==> src/rtl/debug_pkg.sv <==
// debug_pkg: shared constants for the debug sequencer.
//   - Host command codes: 'L' (load), 'R' (run), 'S' (step), 'H' (halt a run).
//   - Reply codes: 'K' (load complete), '?' (unknown command).
//   - The core's HALT opcode.
//   - State encodings for the sequencer and for its transmit serializer.
package debug_pkg;

  localparam logic [7:0] CMD_LOAD = 8'h4C;
  localparam logic [7:0] CMD_RUN  = 8'h52;
  localparam logic [7:0] CMD_STEP = 8'h53;
  localparam logic [7:0] CMD_HALT = 8'h48;

  localparam logic [7:0] RPL_OK   = 8'h4B;
  localparam logic [7:0] RPL_ERR  = 8'h3F;

  // Opcode the core decodes as HALT; cpu_halt is high while it sits in WB.
  localparam logic [5:0] HALT_OPCODE = 6'b111111;

  typedef enum logic [2:0] {
    IDLE,
    LOAD_LEN,
    LOAD_DATA,
    RUN,
    STEP,
    REPORT,
    REPLY
  } seq_state_e;

  typedef enum logic [1:0] {
    TX_IDLE,
    TX_SEND,
    TX_WAIT_HI,
    TX_WAIT_LO
  } tx_state_e;

endpackage

==> src/rtl/debug_tx_seq.sv <==
// debug_tx_seq: serializes up to 8 bytes onto a UART transmitter, MSB first.
// The word is left-aligned in word_i (first byte in bits 63:56).
// Ports:
//   clk, rst_n      clock, asynchronous active-low reset
//   start_i         one-cycle request; word_i/nbytes_i are captured here
//   word_i[63:0]    left-aligned payload
//   nbytes_i[3:0]   number of bytes to send (1..8)
//   tx_busy_i       transmitter busy, rises the cycle after tx_start_o
//   tx_data_o[7:0]  current byte, stable until tx_busy_i falls
//   tx_start_o      one-cycle transmit request, only while tx_busy_i is low
//   done_o          one-cycle pulse when the last byte has left
module debug_tx_seq
  import debug_pkg::*;
(
  input  logic        clk,
  input  logic        rst_n,
  input  logic        start_i,
  input  logic [63:0] word_i,
  input  logic [3:0]  nbytes_i,
  input  logic        tx_busy_i,
  output logic [7:0]  tx_data_o,
  output logic        tx_start_o,
  output logic        done_o
);

  tx_state_e   state_q, state_d;
  logic [63:0] shift_q, shift_d;
  logic [3:0]  cnt_q, cnt_d;

  // NOTE: sequential state uses non-blocking assignments so every flop
  // samples the values that were present before the clock edge.
  always_ff @(posedge clk or negedge rst_n) begin
    if (!rst_n) begin
      state_q <= TX_IDLE;
      shift_q <= '0;
      cnt_q   <= '0;
    end else begin
      state_q <= state_d;
      shift_q <= shift_d;
      cnt_q   <= cnt_d;
    end
  end

  // NOTE: every signal written here gets a default first, so no path
  // through the case leaves it unassigned and no latch is inferred.
  always_comb begin
    state_d    = state_q;
    shift_d    = shift_q;
    cnt_d      = cnt_q;
    tx_start_o = 1'b0;
    done_o     = 1'b0;
    unique case (state_q)
      TX_IDLE: begin
        if (start_i) begin
          shift_d = word_i;
          cnt_d   = nbytes_i;
          state_d = TX_SEND;
        end
      end
      TX_SEND: begin
        if (!tx_busy_i) begin
          tx_start_o = 1'b1;
          state_d    = TX_WAIT_HI;
        end
      end
      // Busy must be seen high before its fall counts as end of frame.
      TX_WAIT_HI: begin
        if (tx_busy_i) state_d = TX_WAIT_LO;
      end
      TX_WAIT_LO: begin
        if (!tx_busy_i) begin
          // Shift only after the frame is out, so tx_data_o stays stable.
          shift_d = {shift_q[55:0], 8'h00};
          cnt_d   = cnt_q - 4'd1;
          if (cnt_q <= 4'd1) begin
            done_o  = 1'b1;
            state_d = TX_IDLE;
          end else begin
            state_d = TX_SEND;
          end
        end
      end
      default: state_d = TX_IDLE;
    endcase
  end

  assign tx_data_o = shift_q[63:56];

endmodule

==> src/rtl/debug_sequencer.sv <==
// debug_sequencer: UART command sequencer owning the core's pipeline enable.
// Host commands decoded in IDLE: 'L' load imem, 'R' run to HALT or 'H',
// 'S' single step; run and step end with a PC report, load ends with 'K',
// anything else is answered with '?'.
// Optional build macro DEBUG_CYCLE_COUNT_EN: adds a saturating 32-bit count
// of pipe_en cycles (cleared on 'L' and reset), appended to every report.
// Ports:
//   clk, rst_n             clock, asynchronous active-low reset
//   rx_data, rx_valid      received byte and its one-cycle strobe
//   tx_data, tx_start      byte to transmit and its one-cycle request
//   tx_busy                transmitter busy
//   pipe_en, pipe_clr      pipeline/PC enable and synchronous clear
//   imem_we, imem_addr,
//   imem_wdata             instruction-memory write port
//   cpu_halt               HALT opcode in WB
//   pc_in                  current fetch PC (PC_W a multiple of 8;
//                          at most 32 when the cycle counter is built in)
module debug_sequencer
  import debug_pkg::*;
#(
  parameter int IMEM_ADDR_W = 8,
  parameter int PC_W        = 32
) (
  input  logic                   clk,
  input  logic                   rst_n,
  input  logic [7:0]             rx_data,
  input  logic                   rx_valid,
  output logic [7:0]             tx_data,
  output logic                   tx_start,
  input  logic                   tx_busy,
  output logic                   pipe_en,
  output logic                   pipe_clr,
  output logic                   imem_we,
  output logic [IMEM_ADDR_W-1:0] imem_addr,
  output logic [31:0]            imem_wdata,
  input  logic                   cpu_halt,
  input  logic [PC_W-1:0]        pc_in
);

  seq_state_e             state_q, state_d;
  logic                   entry_q;
  logic [8:0]             words_q, words_d;
  logic [1:0]             bidx_q, bidx_d;
  logic [31:0]            asm_q, asm_d;
  logic [IMEM_ADDR_W-1:0] addr_q, addr_d;
  logic                   we_q, we_d;
  logic [7:0]             reply_q, reply_d;

  logic                   tx_go, tx_done;
  logic [63:0]            tx_word, rep_word;
  logic [3:0]             tx_n;
  logic                   run_exit;

`ifdef DEBUG_CYCLE_COUNT_EN
  localparam logic [3:0] REP_BYTES = 4'(PC_W / 8 + 4);
  logic [31:0] cyc_q;

  always_ff @(posedge clk or negedge rst_n) begin
    if (!rst_n)                                            cyc_q <= '0;
    else if (state_q == IDLE && rx_valid && rx_data == CMD_LOAD) cyc_q <= '0;
    else if (pipe_en && cyc_q != 32'hFFFF_FFFF)            cyc_q <= cyc_q + 32'd1;
  end

  assign rep_word = 64'({pc_in, cyc_q}) << (32 - PC_W);
`else
  localparam logic [3:0] REP_BYTES = 4'(PC_W / 8);
  assign rep_word = 64'(pc_in) << (64 - PC_W);
`endif

  always_ff @(posedge clk or negedge rst_n) begin
    if (!rst_n) begin
      state_q <= IDLE;
      entry_q <= 1'b0;
      words_q <= '0;
      bidx_q  <= '0;
      asm_q   <= '0;
      addr_q  <= '0;
      we_q    <= 1'b0;
      reply_q <= '0;
    end else begin
      state_q <= state_d;
      // High in the first cycle of every state: starts a transmission and
      // masks a stale cpu_halt on the first RUN cycle.
      entry_q <= (state_d != state_q);
      words_q <= words_d;
      bidx_q  <= bidx_d;
      asm_q   <= asm_d;
      addr_q  <= addr_d;
      we_q    <= we_d;
      reply_q <= reply_d;
    end
  end

  assign run_exit = (rx_valid && rx_data == CMD_HALT) || (cpu_halt && !entry_q);

  always_comb begin
    state_d = state_q;
    words_d = words_q;
    bidx_d  = bidx_q;
    asm_d   = asm_q;
    addr_d  = addr_q;
    we_d    = 1'b0;
    reply_d = reply_q;
    pipe_en = 1'b0;
    tx_go   = 1'b0;
    tx_word = {reply_q, 56'h0};
    tx_n    = 4'd1;
    unique case (state_q)
      IDLE: begin
        if (rx_valid) begin
          unique case (rx_data)
            CMD_LOAD: state_d = LOAD_LEN;
            CMD_RUN:  state_d = RUN;
            CMD_STEP: state_d = STEP;
            default: begin
              reply_d = RPL_ERR;
              state_d = REPLY;
            end
          endcase
        end
      end
      LOAD_LEN: begin
        if (rx_valid) begin
          words_d = (rx_data == 8'h00) ? 9'd256 : {1'b0, rx_data};
          addr_d  = '0;
          bidx_d  = '0;
          state_d = LOAD_DATA;
        end
      end
      LOAD_DATA: begin
        // The write cycle follows the 4th byte; the address moves after it,
        // and the block stays here until the last write is done.
        if (we_q) begin
          addr_d = addr_q + IMEM_ADDR_W'(1);
          if (words_q == 9'd0) begin
            reply_d = RPL_OK;
            state_d = REPLY;
          end
        end
        if (rx_valid && words_q != 9'd0) begin
          asm_d  = {asm_q[23:0], rx_data};
          bidx_d = bidx_q + 2'd1;
          if (bidx_q == 2'd3) begin
            we_d    = 1'b1;
            words_d = words_q - 9'd1;
          end
        end
      end
      RUN: begin
        if (run_exit) state_d = REPORT;
        else          pipe_en = 1'b1;
      end
      STEP: begin
        pipe_en = 1'b1;
        state_d = REPORT;
      end
      REPORT: begin
        // pc_in is captured by the serializer on its start cycle.
        tx_go   = entry_q;
        tx_word = rep_word;
        tx_n    = REP_BYTES;
        if (tx_done) state_d = IDLE;
      end
      REPLY: begin
        tx_go = entry_q;
        if (tx_done) state_d = IDLE;
      end
      default: state_d = IDLE;
    endcase
  end

  assign pipe_clr   = (state_q == LOAD_LEN) || (state_q == LOAD_DATA);
  assign imem_we    = we_q;
  assign imem_addr  = addr_q;
  assign imem_wdata = asm_q;

  debug_tx_seq u_tx (
    .clk        (clk),
    .rst_n      (rst_n),
    .start_i    (tx_go),
    .word_i     (tx_word),
    .nbytes_i   (tx_n),
    .tx_busy_i  (tx_busy),
    .tx_data_o  (tx_data),
    .tx_start_o (tx_start),
    .done_o     (tx_done)
  );

endmodule

==> config.mk <==
export PLATFORM = sky130hd
export DESIGN_NAME = debug_sequencer
export DESIGN_NICKNAME = d
export VERILOG_FILES = /design/src/rtl/debug_pkg.sv /design/src/rtl/debug_tx_seq.sv /design/src/rtl/debug_sequencer.sv
export SDC_FILE = /design/constraint.sdc
export NUM_CORES = 1
export LEC_CHECK = 0
export CORE_MARGIN = 8
export CORE_UTILIZATION = 45
export CTS_CLUSTER_SIZE = 16
export DETAILED_ROUTE_END_ITERATION = 8
export GPL_ROUTABILITY_DRIVEN = 0
export PLACE_DENSITY = 0.71
export SYNTH_ARGS = -nofsm -noshare
export SYNTH_HDL_FRONTEND = slang
export SYNTH_SLANG_ARGS = --single-unit
==> constraint.sdc <==
create_clock -name clk -period 2.7 [get_ports clk]
set_clock_uncertainty 0.2 [all_clocks]
set_input_delay 0.54 -clock clk [delete_from_list [all_inputs] [get_ports clk]]
set_output_delay 0.54 -clock clk [all_outputs]
set_load 0.1 [all_outputs]
* Yosys cells after proc, flatten, opt, wreduce, memory -nomap -nowiden
Index checks and enable logic that the tools add are counted.
** Operators by class
- $lt $le $gt $ge :: 1
- Mux-type cells :: 49
- Add/sub/neg operators :: 4
- Reductions and logical operators :: 23
- Eq/ne operators :: 26
** Operator list (number)
- $mux 64 :: 3
- $pmux 64 s2 :: 1
- $mux 8 :: 6
- $mux 9 :: 4
- $eq 8x7->1 const B :: 4
- $pmux 8 s2 :: 2
- $ne 2x2->1 const B :: 11
- $mux 3 :: 7
- $pmux 3 s6 :: 1
- $pmux 9 s2 :: 1
- $mux 2 :: 6
- $mux 1 :: 11
- $eq 3x3->1 const B :: 3
- $logic_not 9->1 :: 1
- $pmux 3 s3 :: 1
- $reduce_and 3->1 :: 3
- $reduce_bool 9->1 :: 1
- $sub 9x1->9 const B :: 1
- $add 8x1->8 const B :: 1
- $logic_not 8->1 :: 1
- $mux 4 :: 2
- $pmux 2 s4 :: 1
- $pmux 4 s2 :: 1
- $reduce_and 4->1 :: 2
- other kinds (20) :: 28
** Storage, ports and cells
- Register bits :: 134

* Depth between registers and ports, before layout
- Depth after elaboration :: 7
- Depth in mapped cells :: 8
- Gate-level depth less buffers :: 7

* Cells and area by module
From an unflattened synthesis, not the netlist that was laid out.
** Second synthesis, totals
- Cells, all modules :: 655
- Area total of the unflattened synthesis :: 6668.9 um^2
** Modules (own cells, without submodules)
- debug_tx_seq :: cells each 340, area each 3442.1 um^2, instances 1
- debug_sequencer :: cells each 315, area each 3226.8 um^2, instances 1

* Worst setup path before layout
Ideal clock, no wire load.
- Path type :: register to output
- Start point :: reg u_tx.state_q[1]
- End point :: out tx_start
- Path buffers :: 0
- Slack :: -0.042 ns
- Required time :: 1.960 ns
- Cell stages (with the launch flop) :: 4
- Arrival time :: 2.002 ns
- Path through :: dfrtp_1 > inv_1 > ha_1 > nor2b_1
** On the way
- Longest elaborated chain between the ends :: 2
** Ends and longest elaborated chain
- start: declaration :: RTL line debug_tx_seq.sv:26 : tx_state_e state_q, state_d;
- start signal: assignment :: RTL line debug_tx_seq.sv:38 : state_q <= state_d;
- $eq 2x1->1 :: RTL line debug_tx_seq.sv:52 : unique case (state_q)
- $mux 1 :: RTL line debug_tx_seq.sv:52
- end: declaration :: RTL line debug_sequencer.sv:29 : output logic tx_start,
No other way between the ends.

* Final worst setup path
- Start point :: in rx_data[7]
- End point :: out pipe_en
** On the way
- Longest elaborated chain between the ends :: 5
** Ends and longest elaborated chain
- start: declaration :: RTL line debug_sequencer.sv:26 : input logic [7:0] rx_data,
- $eq 8x7->1 :: RTL line debug_sequencer.sv:94 : assign run_exit = (rx_valid && rx_data == CMD_HALT) || (cpu_halt && !entry_q);
- $logic_and 1x1->1 :: RTL line debug_sequencer.sv:94
- $logic_or 1x1->1 :: RTL line debug_sequencer.sv:94
- $mux 1 :: RTL line debug_sequencer.sv:150 : if (run_exit) state_d = REPORT;
- $pmux 1 s2 :: RTL line debug_sequencer.sv:108 : unique case (state_q)
- end: declaration :: RTL line debug_sequencer.sv:31 : output logic pipe_en,
No other way between the ends.

==> flow_summary.yaml <==
clocking:
  clockRootBuffer: "clkbuf_8"
  clock_latency_ps: 350
  clockBufferDepth: 2
  clk_pin_slew_ps: 90
  cts_buffers: 9
  cts_tree: "yes"
  h-tree-depth: 3
  cts_sinks: 97
route:
  drt_iter0_drc: 238
  route.detailed.drc: 0
  vias: 4030
  wire_per_inst_um: 15.63
  viasPerCell: 5.324
  drt_pass1_iterations: 4
  wl_um: 11830
  drtAntennaViolNets: 0
layout:
  seq_area_um2: 2427
  layout.cells.non_filler: 757
  multi_input_area_um2: 2193
  antennaDiodeCount: 0
  num-fill-cells: 934
  nets: 669
  area_delta_synth_final_pct: 28.00
  final_layout_size_suffix_gt1_share_pct: 23.82
  final_common_cell: "dfrtp_1"
  final_cell_mix: "dfrtp_1, buf_4, nand2_1, nor2_1, o21ai_0"
die:
  row_count: 38
  start_util_pct: 45.36
  die_y_um: 119.8
  io_pins: 97
  die_w_um: 119.8
  die_area_um2: 14360
  core_um2: 10700
sta:
  setup_viol: 0
  fin_crit_sh_pct: 98.58
  timing.final.ws_setup_ps: 38.44
  max_freq_mhz: 375.7
  maxSlewViolCount: 0
  rsz0062_at_grt: "false"
  relSlewSlack_pct: 51.97
  worst_pin_slew_ps: 717.7
  hold_viol_final: 0
  finalCriticalPeriod_ps: 2662
run:
  maxCapViolations: 0
logic_synthesis:
  syn_area_per_cell_um2: 9.608
  netlist_area_um2: 4852
  postSynth.asyncResetShare_pct: 100.0
  netlist.area_leader.share_pct: 50.03
  ys_ff_latch: 97
  ys_warn_count: 0
  synth_edf_count: 0
  ys.flop_type: "dfrtp_1"
  synthSimpleGateAreaFrac_pct: 15.88
  synth-compound-area-share_pct: 16.68
  synth_xor_area_share_pct: 1.264
  synthMuxAreaShare_pct: 8.123
  synth_nets: 561
  syn-instance-count: 505
  yosysUniqueCellTypes: 54
  yosysTopAreaCell: "dfrtp_1"
  synthAdderAreaFrac_pct: 3.043
  synth_area_leaders: "dfrtp_1, mux2_2, nand2_1"
  yosysSeqAreaShare_pct: 50.03
  synth_top_family_by_area: "compound AO/OA/AOI/OAI gates"
worst_setup_path:
  critPathArrivalTime_ps: 1920
  rr_worst_depth: 5
  r2r-end: "u_tx.shift_q[61]"
  start_kind: "input pin"
  required_ps: 1960
  critPathMaxFanout: 2
  cp-end-kind: "output pin"
  critPathCapture: "pipe_en"
  path_class: "input pin to output pin"
  r2r_slack_ps: 370
  critPathLaunch: "rx_data[7]"
  r2r_start: "state_q[1]"
grt:
  grt-ovfl-total: 0
  first_global_vias: 4165
  antenna_found_initial: 0
  grt_usage_pct: 16.71
  grt_max_degree: 69
  grt_pass1_wl_um: 20000
place:
  io_buffers: 96
  dp_slack_ps: -125.7
  hpwl_um: 8451
  dp_cells: 732
run_status:
  outcome: "finished, final reports clean"
power:
  p_per_area_nw_per_um2: 412.2
  leakagePower_uw: 0.002949
  vdd_drop_max_v: 0.0002823
min_path:
  hold_class: "register to register"
flip-flops by register name, summed over array words and instances (netlist names):
| register | cells |
|---|---|
| entry_q | 1 |
| words_q | 9 |
| imem_addr | 8 |
| state_q | 3 |
| u_tx.shift_q | 32 |
| imem_we | 1 |
| u_tx.state_q | 2 |
| u_tx.cnt_q | 4 |
| bidx_q | 2 |
| reply_q | 3 |
| imem_wdata | 32 |
metrics by stage:
| stage | setup TNS, ps | utilization (%) | instance area (um^2) | hold slack [ps] | total power [uW] |
|---|---|---|---|---|---|
| CTS | 0 | 58.06 | 6211 | 293.4 | 2585 |
| global placement | -109.9 | 55.65 | 5953 | 260.6 | 1692 |
| finish | 0 | 58.06 | 6211 | 288.8 | 2560 |
| floorplan | 0 | - | 4855 | 44.41 | 1554 |
| global route | 0 | 58.06 | 6211 | 301.5 | 2651 |
| detailed placement | -125.7 | 55.65 | 5953 | 271.3 | 1693 |
per-layer routing:
layer	up-vias	global-route usage, %	part of all wire (%)
met1	1934	21.00	44
met4	0	5.464	1.8
met3	18	5.730	7.5
li1	1962	-	-
met2	116	26.51	47
met5	-	0	0
critical path, stage by stage:
cell and delay [ps]:
clkdlybuf4s50_1 450, nor2_1 110, nand2_1 80, o31a_1 300, a22o_1 260, buf_12 180
how the worst min path moves through the flow:
stage	from	endpoint	slack (ps)	cells after the start
floorplan	rst_n	bidx_q[0]	40	0
global placement	u_tx.shift_q[33]	u_tx.shift_q[33]	260	2
detailed placement	u_tx.shift_q[44]	u_tx.shift_q[44]	270	2
CTS	u_tx.shift_q[44]	u_tx.shift_q[44]	290	2
global route	reply_q[3]	reply_q[3]	300	1
finish	u_tx.shift_q[63]	u_tx.shift_q[63]	290	2
synth_stat cells (all sizes together), types with 3 or more instances:
library cell and number:
inv 13, nand3 3, o22a 5, dfrtp 97
mux2 35, nor3b 3, clkbuf 20, o21ai 50
nand2b 4, a22o 5, ha 11, a21oi 46
nor3 4, xor2 6, and3 4, nand4 4
nand3b 4, buf 17, nor2 48, a211oi 3
a31oi 3, a21o 3, nor2b 3, nand2 77
nor4 4
layout make-up:
class / instances / share of cell area, %
Sequential cell: 97 / 39.08
Multi-Input combinational cell: 358 / 35.31
Timing Repair Buffer: 134 / 19.12
Tap cell: 140 / 2.820
Clock buffer: 12 / 2.498
Inverter: 13 / 0.7857
Clock inverter: 3 / 0.3828
kinds of logic after synthesis:
group,count (synthesis)
AOI/OAI and AO/OA,135
buffers and inverters,50
muxes,35
adders and majority gates,12
xor gates and xnor gates,7
DFF,97
and+or+nand+nor,169
power by group:
| part | switching [uW] | leakage (uW) | internal (uW) |
|---|---|---|---|
| logic | 114 | 0.00156 | 95.4 |
| registers | 5.22 | 0.00130 | 1460 |
| clock network | 503 | 0.0000851 | 385 |
| total | 622 | 0.00295 | 1940 |
what timing repair did:
action                     4_1_cts  5_1_grt
hold endpoints to repair        34        0
gates resized for setup          4        0
hold buffers                     1        0
setup endpoints to repair        1        1
pin swaps                        3        3
buffers inserted                 9        0
Power figures use the tool's default switching activity.
